**config.mk**
```make
export PLATFORM = sky130hd
export DESIGN_NAME = tbus_drive_ctrl_flat
export DESIGN_NICKNAME = d
export VERILOG_FILES = /design/src/rtl/tbus_drive_ctrl_if.sv /design/src/rtl/tbus_drive_ctrl.sv /design/src/flat_wrapper.sv
export SDC_FILE = /design/constraint.sdc
export NUM_CORES = 1
export LEC_CHECK = 0
export ABC_AREA = 1
export CORE_ASPECT_RATIO = 1.25
export CORE_UTILIZATION = 55
export DETAILED_ROUTE_END_ITERATION = 6
export PLACE_DENSITY_LB_ADDON = 0.3
export SYNTH_ARGS = -nofsm -noshare
export SYNTH_HDL_FRONTEND = slang
export SYNTH_SLANG_ARGS = --single-unit
```
**constraint.sdc**
```tcl
create_clock -name clk -period 2.1 [get_ports clk]
set_clock_uncertainty 0.2 [all_clocks]
set_input_delay 0.21 -clock clk [delete_from_list [all_inputs] [get_ports clk]]
set_output_delay 0.21 -clock clk [all_outputs]
set_load 0.01 [all_outputs]
```
**src/rtl/tbus_drive_ctrl_if.sv**
```systemverilog
// rtl/tbus_drive_ctrl_if.sv - write channel and shared-bus signals of tbus_drive_ctrl
interface tbus_drive_ctrl_if #(
  parameter int WIDTH = 8
);
  logic             wr_valid;
  logic             wr_ready;
  logic [WIDTH-1:0] wr_data;
  logic             bus_req;
  logic             bus_gnt;
  logic [WIDTH-1:0] drv_data;
  logic             drv_ena;
  logic             sent;
  logic             busy;

  // upstream writer plus bus arbiter side
  modport master (
    output wr_valid, wr_data, bus_gnt,
    input  wr_ready, bus_req, drv_data, drv_ena, sent, busy
  );

  // drive controller side
  modport slave (
    input  wr_valid, wr_data, bus_gnt,
    output wr_ready, bus_req, drv_data, drv_ena, sent, busy
  );
endinterface

```
**src/rtl/tbus_drive_ctrl.sv**
```systemverilog
// rtl/tbus_drive_ctrl.sv - FIFO-buffered requester that drives words onto a shared tristate bus
module tbus_drive_ctrl #(
  parameter int WIDTH = 8,
  parameter int DEPTH = 4,
  parameter int TURN  = 1
) (
  input logic               clk,
  input logic               rst_n,
  tbus_drive_ctrl_if.slave  bif
);

  localparam int AW = $clog2(DEPTH);
  localparam int CW = AW + 1;

  typedef enum logic [2:0] {
    S_IDLE,
    S_REQ,
    S_TURN,
    S_DRIVE,
    S_RELEASE
  } state_t;

  state_t           state;
  state_t           state_nxt;
  logic [2:0]       turn_cnt;
  logic [2:0]       turn_cnt_nxt;

  logic [WIDTH-1:0] mem [DEPTH];
  logic [AW-1:0]    wr_ptr;
  logic [AW-1:0]    rd_ptr;
  logic [CW-1:0]    count;
  logic             push;
  logic             pop;

  // Acceptance depends only on the registered count; a pop in the same cycle gives no credit.
  assign bif.wr_ready = (count < CW'(DEPTH));
  assign push         = bif.wr_valid && bif.wr_ready;
  // Each DRIVE cycle consumes the head word; DRIVE is only entered with a non-empty FIFO.
  assign pop          = (state == S_DRIVE);

  // FIFO storage; contents need no reset because reads are gated by state.
  always_ff @(posedge clk) begin
    if (push) begin
      mem[wr_ptr] <= bif.wr_data;
    end
  end

  // FIFO pointers and occupancy; power-of-two depth lets the pointers wrap naturally.
  always_ff @(posedge clk or negedge rst_n) begin
    if (!rst_n) begin
      wr_ptr <= '0;
      rd_ptr <= '0;
      count  <= '0;
    end else begin
      if (push) begin
        wr_ptr <= wr_ptr + AW'(1);
      end
      if (pop) begin
        rd_ptr <= rd_ptr + AW'(1);
      end
      case ({push, pop})
        2'b10:   count <= count + CW'(1);
        2'b01:   count <= count - CW'(1);
        default: count <= count;
      endcase
    end
  end

  // State and turnaround counter registers.
  always_ff @(posedge clk or negedge rst_n) begin
    if (!rst_n) begin
      state    <= S_IDLE;
      turn_cnt <= '0;
    end else begin
      state    <= state_nxt;
      turn_cnt <= turn_cnt_nxt;
    end
  end

  // Bus acquisition, turnaround, burst and release sequencing.
  always_comb begin
    state_nxt    = state;
    turn_cnt_nxt = turn_cnt;
    case (state)
      S_IDLE: begin
        if (count != '0) begin
          state_nxt = S_REQ;
        end
      end
      S_REQ: begin
        if (bif.bus_gnt) begin
          if (TURN == 0) begin
            state_nxt = S_DRIVE;
          end else begin
            state_nxt    = S_TURN;
            turn_cnt_nxt = 3'(TURN);
          end
        end
      end
      S_TURN: begin
        if (!bif.bus_gnt) begin
          state_nxt = S_REQ;
        end else if (turn_cnt == 3'd1) begin
          state_nxt = S_DRIVE;
        end else begin
          turn_cnt_nxt = turn_cnt - 3'd1;
        end
      end
      S_DRIVE: begin
        // Grant loss is honoured at the word boundary; the current word still completes.
        if ((count > CW'(1)) && bif.bus_gnt) begin
          state_nxt = S_DRIVE;
        end else begin
          state_nxt = S_RELEASE;
        end
      end
      S_RELEASE: begin
        state_nxt = S_IDLE;
      end
      default: begin
        state_nxt = S_IDLE;
      end
    endcase
  end

  // Outputs come from registered state and the FIFO head only, so reset clears them at once.
  assign bif.bus_req  = (state == S_REQ) || (state == S_TURN) || (state == S_DRIVE);
  assign bif.drv_ena  = (state == S_DRIVE);
  assign bif.sent     = (state == S_DRIVE);
  assign bif.drv_data = (state == S_DRIVE) ? mem[rd_ptr] : '0;
  assign bif.busy     = (state != S_IDLE) || (count != '0);

endmodule

```
**src/flat_wrapper.sv**
```systemverilog
// flat-port wrapper written by rule: the top's interface ports become plain ports
module tbus_drive_ctrl_flat 
#(
  parameter int WIDTH = 8,
  parameter int DEPTH = 4,
  parameter int TURN  = 1
)
  (clk, rst_n, bif_wr_valid, bif_wr_data, bif_bus_gnt, bif_wr_ready, bif_bus_req, bif_drv_data, bif_drv_ena, bif_sent, bif_busy);
  tbus_drive_ctrl_if #(.WIDTH(WIDTH)) bif_i ();
  input logic clk;
  input logic rst_n;
  input wire logic [$bits(bif_i.wr_valid)-1:0] bif_wr_valid;
  input wire logic [$bits(bif_i.wr_data)-1:0] bif_wr_data;
  input wire logic [$bits(bif_i.bus_gnt)-1:0] bif_bus_gnt;
  output wire logic [$bits(bif_i.wr_ready)-1:0] bif_wr_ready;
  output wire logic [$bits(bif_i.bus_req)-1:0] bif_bus_req;
  output wire logic [$bits(bif_i.drv_data)-1:0] bif_drv_data;
  output wire logic [$bits(bif_i.drv_ena)-1:0] bif_drv_ena;
  output wire logic [$bits(bif_i.sent)-1:0] bif_sent;
  output wire logic [$bits(bif_i.busy)-1:0] bif_busy;
  assign bif_i.wr_valid = bif_wr_valid;
  assign bif_i.wr_data = bif_wr_data;
  assign bif_i.bus_gnt = bif_bus_gnt;
  assign bif_wr_ready = bif_i.wr_ready;
  assign bif_bus_req = bif_i.bus_req;
  assign bif_drv_data = bif_i.drv_data;
  assign bif_drv_ena = bif_i.drv_ena;
  assign bif_sent = bif_i.sent;
  assign bif_busy = bif_i.busy;
  tbus_drive_ctrl #(.WIDTH(WIDTH), .DEPTH(DEPTH), .TURN(TURN)) u_core (.clk(clk), .rst_n(rst_n), .bif(bif_i));
endmodule
```
=== Word-level counts from Yosys, hierarchy flattened ===
Memory sizes are Yosys's and may differ from the RTL's.
Cells that the tools add are included.
W data, S select, Z words.

* Flip-flop bits (word level): 13
* Output and inout port bits: 13
* Memory bits (writable): 32
* Memories: 1

{| class="wikitable"
|+ Memories
! name !! words !! bits a word !! rd ports !! clocked after memory_dff !! write ports !! line !! RTL
|-
| u_core.mem || 4 || 8 || 1 || 0 || 1 || tbus_drive_ctrl.sv:28 || <nowiki>logic [WIDTH-1:0] mem [DEPTH];</nowiki>
|}

* Muxes and demuxes: 14
* Reduce and logical (&&, ||, !) cells: 12
* Add/subtract/negate cells: 5
* Order comparisons: 2
* Eq/ne operators: 11

{| class="wikitable"
|+ Operators by type and width
! operator !! count
|-
| $mux W3 || 8
|-
| $pmux W3 S2 || 2
|-
| $pmux W3 S4 || 1
|-
| $mux W8 || 1
|-
| $eq A3 B1 Y1 const B || 2
|-
| $eq A3 B2 Y1 const B || 2
|-
| $ne A2 B2 Y1 const B || 3
|-
| $reduce_bool A3 Y1 || 2
|-
| $sub A3 B1 Y3 const B || 2
|-
| $add A2 B1 Y2 const B || 2
|-
| $reduce_and A4 Y1 || 1
|-
| $reduce_bool A2 Y1 || 2
|-
| $add A3 B1 Y3 const B || 1
|-
| $gt A3 B1 Y1 const B || 1
|-
| $logic_not A3 Y1 || 1
|-
| $logic_or A1 B1 Y1 || 3
|-
| $lt A3 B3 Y1 const B || 1
|-
| $ne A3 B2 Y1 const B || 1
|-
| $reduce_and A3 Y1 || 1
|-
| $eq A2 B1 Y1 const B || 1
|-
| $eq A2 B2 Y1 const B || 1
|-
| $logic_and A1 B1 Y1 || 2
|-
| $mux W1 || 2
|-
| $ne A2 B1 Y1 const B || 1
|}

=== Longest topological paths before layout ===
* Word-level depth: 4
* Mapped depth: 8

=== Worst setup path before layout ===
No wires, ideal clock.

* Path type: register to register
* Start point: reg u_core.count[2]
* End point: reg u_core.count[2]
* Slack: 362 ps
* Stages on the path, launching flop included: 8
* Library setup time: 118 ps
* Path buffers: 0
* Data arrival time: 1420 ps
* Cell sequence: dfrtp_1 -> inv_1 -> nand2_1 -> ha_1 -> nor2_1 -> o21ai_0 -> xor2_1 -> inv_1

* Word-level cells in the longest chain between the ends: 4
* Elaborated cells between the ends (all ways): 8
* Classes of those cells: 2 x add/sub; 1 x order compare; 2 x eq/ne; 1 x mux; 2 x reduce/logical

{| class="wikitable"
|+ Ends and longest elaborated chain
! element !! line !! RTL
|-
| start, declared || tbus_drive_ctrl.sv:31 || <nowiki>logic [CW-1:0] count;</nowiki>
|-
| start signal, assigned || tbus_drive_ctrl.sv:62 || <nowiki>2'b10: count <= count + CW'(1);</nowiki>
|-
| start signal, assigned || tbus_drive_ctrl.sv:63 || <nowiki>2'b01: count <= count - CW'(1);</nowiki>
|-
| start signal, assigned || tbus_drive_ctrl.sv:64 || <nowiki>default: count <= count;</nowiki>
|-
| $lt A3 B3 Y1 * || tbus_drive_ctrl.sv:36 || <nowiki>assign bif.wr_ready = (count < CW'(DEPTH));</nowiki>
|-
| named net bif_wr_ready || flat_wrapper.sv:15 || <nowiki>output wire logic [$bits(bif_i.wr_ready)-1:0] bif_wr_ready;</nowiki>
|-
| $logic_and A1 B1 Y1 * || tbus_drive_ctrl.sv:37 || <nowiki>assign push = bif.wr_valid && bif.wr_ready;</nowiki>
|-
| $eq A2 B1 Y1 / $eq A2 B2 Y1 (equally long branches) || tbus_drive_ctrl.sv:61 || <nowiki>case ({push, pop})</nowiki>
|-
| $pmux W3 S2 / $reduce_bool A2 Y1 (equally long branches) || n/a ||
|}

The timed path passes the listed nets; every way through them passes the cells marked *.
A chain may end at the register's enable or synchronous reset.

=== Worst setup path after layout ===
* Start point: reg u_core.state[0]
* End point: out bif_bus_req

* Word-level cells in the longest chain between the ends: 3
* Elaborated cells between the ends (all ways): 5
* Classes of those cells: 3 x eq/ne; 2 x reduce/logical

{| class="wikitable"
|+ Ends and longest elaborated chain
! element !! line !! RTL
|-
| start, declared || tbus_drive_ctrl.sv:23 || <nowiki>state_t state;</nowiki>
|-
| start signal, assigned || tbus_drive_ctrl.sv:75 || <nowiki>state <= state_nxt;</nowiki>
|-
| $eq A3 B1 Y1 / $eq A3 B2 Y1 (equally long branches) || tbus_drive_ctrl.sv:127 || <nowiki>assign bif.bus_req = (state == S_REQ) || (state == S_TURN) || (state == S_DRIVE);</nowiki>
|-
| $logic_or A1 B1 Y1 || tbus_drive_ctrl.sv:127 ||
|-
| $logic_or A1 B1 Y1 * || tbus_drive_ctrl.sv:127 ||
|-
| end, declared || flat_wrapper.sv:16 || <nowiki>output wire logic [$bits(bif_i.bus_req)-1:0] bif_bus_req;</nowiki>
|}

Every way passes the cells marked *; elsewhere a longest branch is shown, timed or not.

==> run summary <==
Status = finished, violations left
Violated checks = design-rule violations
ANT nets after route = 0
TritonRoute pass-1 iters = 6
Row count = 24
DR WL/cell = 14.0 um
Worst path required time = 1.69 ns
Slew Limit Fails = 0
Drt drc = 2
Sequential cell area fraction in the yosys report = 61.4%
FILL cells = 262
RSZ-0062 raised after global routing = false
PortBufs = 24
Psw = 1.27 mW
Diodes inserted = 0
Logic pwr share = 42.8%
Pwr dens = 1350 nW/um^2
Root Driver = clkbuf_8
Final WL = 3.84 mm
Storage cell area = 1290 um^2
Dpl hpwl = 2.66 mm
Num Clock Sinks = 45
Area Growth Syn to Fin = 22.3%
Fmax = 510 MHz
Min Tclk post-route = 1.96 ns
Worst slew pin tran = 0.648 ns
Setup crit end kind = primary output
Setup WS pre-CTS = 0.134 ns
First-pass GRT wire length = 6.71 mm
Longest Clk Path Bufs = 2
CP max stage delay = 0.56 ns
Initial Utilization = 58.6%
Critical path cell sequence = buf_4 -> inv_1 -> a21oi_1 -> clkdlybuf4s50_1
Post-synthesis cell count = 196
Worst rel slew slack = 56.6%
Setup TNS = 0 ns
Multi-input logic area = 678 um^2
Congestion Overflow GR = 0
Worst Reg-to-Reg Cells = 8
Sequential group share of total power = 37.9%
Post-CTS Hold Buffers = 0
Yosys warns = 0
Max_cap viols = 0
Crit Reg-Reg Startpoint = u_core.state[1]
Lkg Pwr = 1.12 nW
Pint = 2.18 mW
TritonCTS Buffers = 5
Die height = 71.0 um
Placed cells = 263
CTS tree = yes
Iter 0 DRT Violations = 62
Worst flop-to-flop path endpoint = u_core.count[2]
Hold WC Path Type = primary input to asynchronous set/reset pin
Final setup fails = 0
Sw Ratio = 36.9%
Routability cong. = 0.776
GRT Util Overall = 22.2%
Die ar. = 4060 um^2
Clock power frac = 19.3%
Largest net degree at the start of global routing = 17
Die width = 57.2 um
Final period util = 93.4%
VDD IR max = 0.761 mV
Distinct cells, synth = 22
Arr. time, crit path = 1.55 ns
Setup CP Type = flip-flop to primary output
IO Pins = 25
Final setup margin = 0.138 ns
Critical Path Start Type = flip-flop
CP max FO = 4
Flop and latch count out of synthesis = 45
Clock latency on the worst-skew pair = 0.29 ns
Vias per cell = 5.30
DR vias = 1451
Final nets = 257
Final instance count without filler cells = 274
Antenna violations before repair = 0
Highest-delay cell along the critical path = clkdlybuf4s50_1
Core ar. = 3570 um^2
Syn Nets = 219
Mapped Area = 2090 um^2
H-tree depth = 2
Number of global-route vias before repair = 1523
Reg2Reg Setup Slack = 0.28 ns
Layout cells sized above 1 = 14.0%
Mapped Avg Cell Area = 10.7 um^2
Final hold violations = 0
Clock Pin Slew Worst Setup and Hold Paths = 0.08 ns
==> how the worst max path moves through the flow <==
stage | slack [ns] | from | end | cells past startpoint
finish | 0.14 | u_core.state[0] | bif_bus_req | 4
global route | 0.01 | u_core.rd_ptr[0] | bif_drv_data[3] | 6
CTS | 0.01 | u_core.count[0] | bif_busy | 4
detailed placement | 0.13 | u_core.rd_ptr[0] | bif_drv_data[1] | 5
global placement | 0.19 | u_core.rd_ptr[0] | bif_drv_data[1] | 5
floorplan | 0.36 | u_core.count[2] | u_core.count[2] | 7
==> cells by family after synthesis <==
logic type      after synthesis  synth area share [%]
flops                        45                  61.4
fa+ha+maj                    11                  6.57
buf+inv                      29                  6.16
xor+xnor                      7                  2.93
compound gates               31                  7.59
simple gates                 73                  15.3
==> per-layer routing <==
| metal | global-route usage [%] | vias to the layer above | wire length, um |
|---|---|---|---|
| met5 | 0 | - | 0 |
| met4 | 8.13 | 0 | 64 |
| met3 | 5.48 | 6 | 129 |
| met2 | 40.1 | 32 | 2120 |
| met1 | 25.2 | 690 | 1530 |
| li1 | - | 723 | - |
==> state kept, by name (all words and copies together) (netlist names) <==
register / cells
u_core.mem: 32
u_core.count: 3
u_core.state: 3
u_core.turn_cnt: 3
u_core.rd_ptr: 2
u_core.wr_ptr: 2
==> what timing repair did <==
item	4_1_cts	5_1_grt
setup endpoints to repair	8	4
gates cloned	0	0
gates resized for setup	11	4
setup buffers	1	2
==> synthesized netlist by cell type <==
library cell	count	share of area [%]
o21ai_0	17	4.1
a21oi_1	10	2.4
edfxtp_1	32	46
nand2_2	1	0.30
o21ai_2	1	0.42
nand3_1	5	1.2
inv_2	5	0.90
nor2_2	1	0.30
nand2_1	18	3.2
dfrtp_1	13	16
nand3_2	2	0.96
xor2_1	5	2.1
buf_4	3	1.1
xnor2_1	2	0.84
o21ai_1	3	0.72
inv_1	19	3.4
nor2_4	2	1.1
ha_1	11	6.6
buf_6	1	0.54
nor2_1	41	7.4
nand4_1	3	0.90
buf_2	1	0.24
==> layout make-up <==
cell class                      instances  area share, %
Tap cell                               39           1.91
Inverter                               24           3.62
Multi-Input combinational cell        122           26.5
Clock buffer                            6           3.23
Clock inverter                          2           1.47
Timing Repair Buffer                   36           13.0
Sequential cell                        45           50.3
==> per-stage QoR <==
step                      util, %  power [mW]  hold slack (ns)  cell area [um^2]
after floorplan                 -        2.30           -0.286              2090
after global placement       67.5        2.68            0.265              2410
after detailed placement     67.5        2.77            0.285              2410
after CTS                    71.0        3.46            0.107              2540
after global routing         71.6        3.76            0.141              2560
final                        71.6        3.46            0.110              2560
==> placed cells by master (no fill, tap or decap) <==
cell type | Yosys | layout
dfrtp_1 | 13 | 12
o21ai_1 | 3 | 3
nand3_1 | 5 | 5
dlygate4sd2_1 | 0 | 7
nand4_1 | 3 | 3
bufinv_16 | 0 | 1
inv_1 | 19 | 19
a21oi_1 | 10 | 10
nor2_4 | 2 | 2
inv_4 | 0 | 1
clkdlybuf4s50_1 | 0 | 13
clkbuf_8 | 0 | 6
nand2_2 | 1 | 1
dlymetal6s2s_1 | 0 | 3
nand2_1 | 18 | 18
dfrtp_2 | 0 | 1
nor2_2 | 1 | 1
nor2_1 | 41 | 41
edfxtp_1 | 32 | 32
inv_2 | 5 | 4
xor2_1 | 5 | 5
clkdlybuf4s15_1 | 0 | 1
o21ai_2 | 1 | 1
xnor2_1 | 2 | 2
o21ai_0 | 17 | 17
buf_6 | 1 | 1
clkinvlp_4 | 0 | 1
ha_1 | 11 | 11
nand3_2 | 2 | 2
buf_4 | 3 | 11
==> critical path: cells and delay by family (launching register included) <==
kind                   cells  cell delay (ns)
flip-flops                 1             0.36
buffers and inverters      3             0.74
AO/OA/AOI/OAI              1             0.15
==> power groups by stage <==
stage          registers, mW  logic (mW)  clock network (mW)
6_report                1.31        1.48               0.668
3_5_place_dp            1.34        1.44                   0
4_1_cts                 1.31        1.46               0.689
5_1_grt                 1.33        1.70               0.726
2_1_floorplan           1.29        1.01                   0
3_3_place_gp            1.32        1.36                   0
Power figures use the tool's default switching activity.
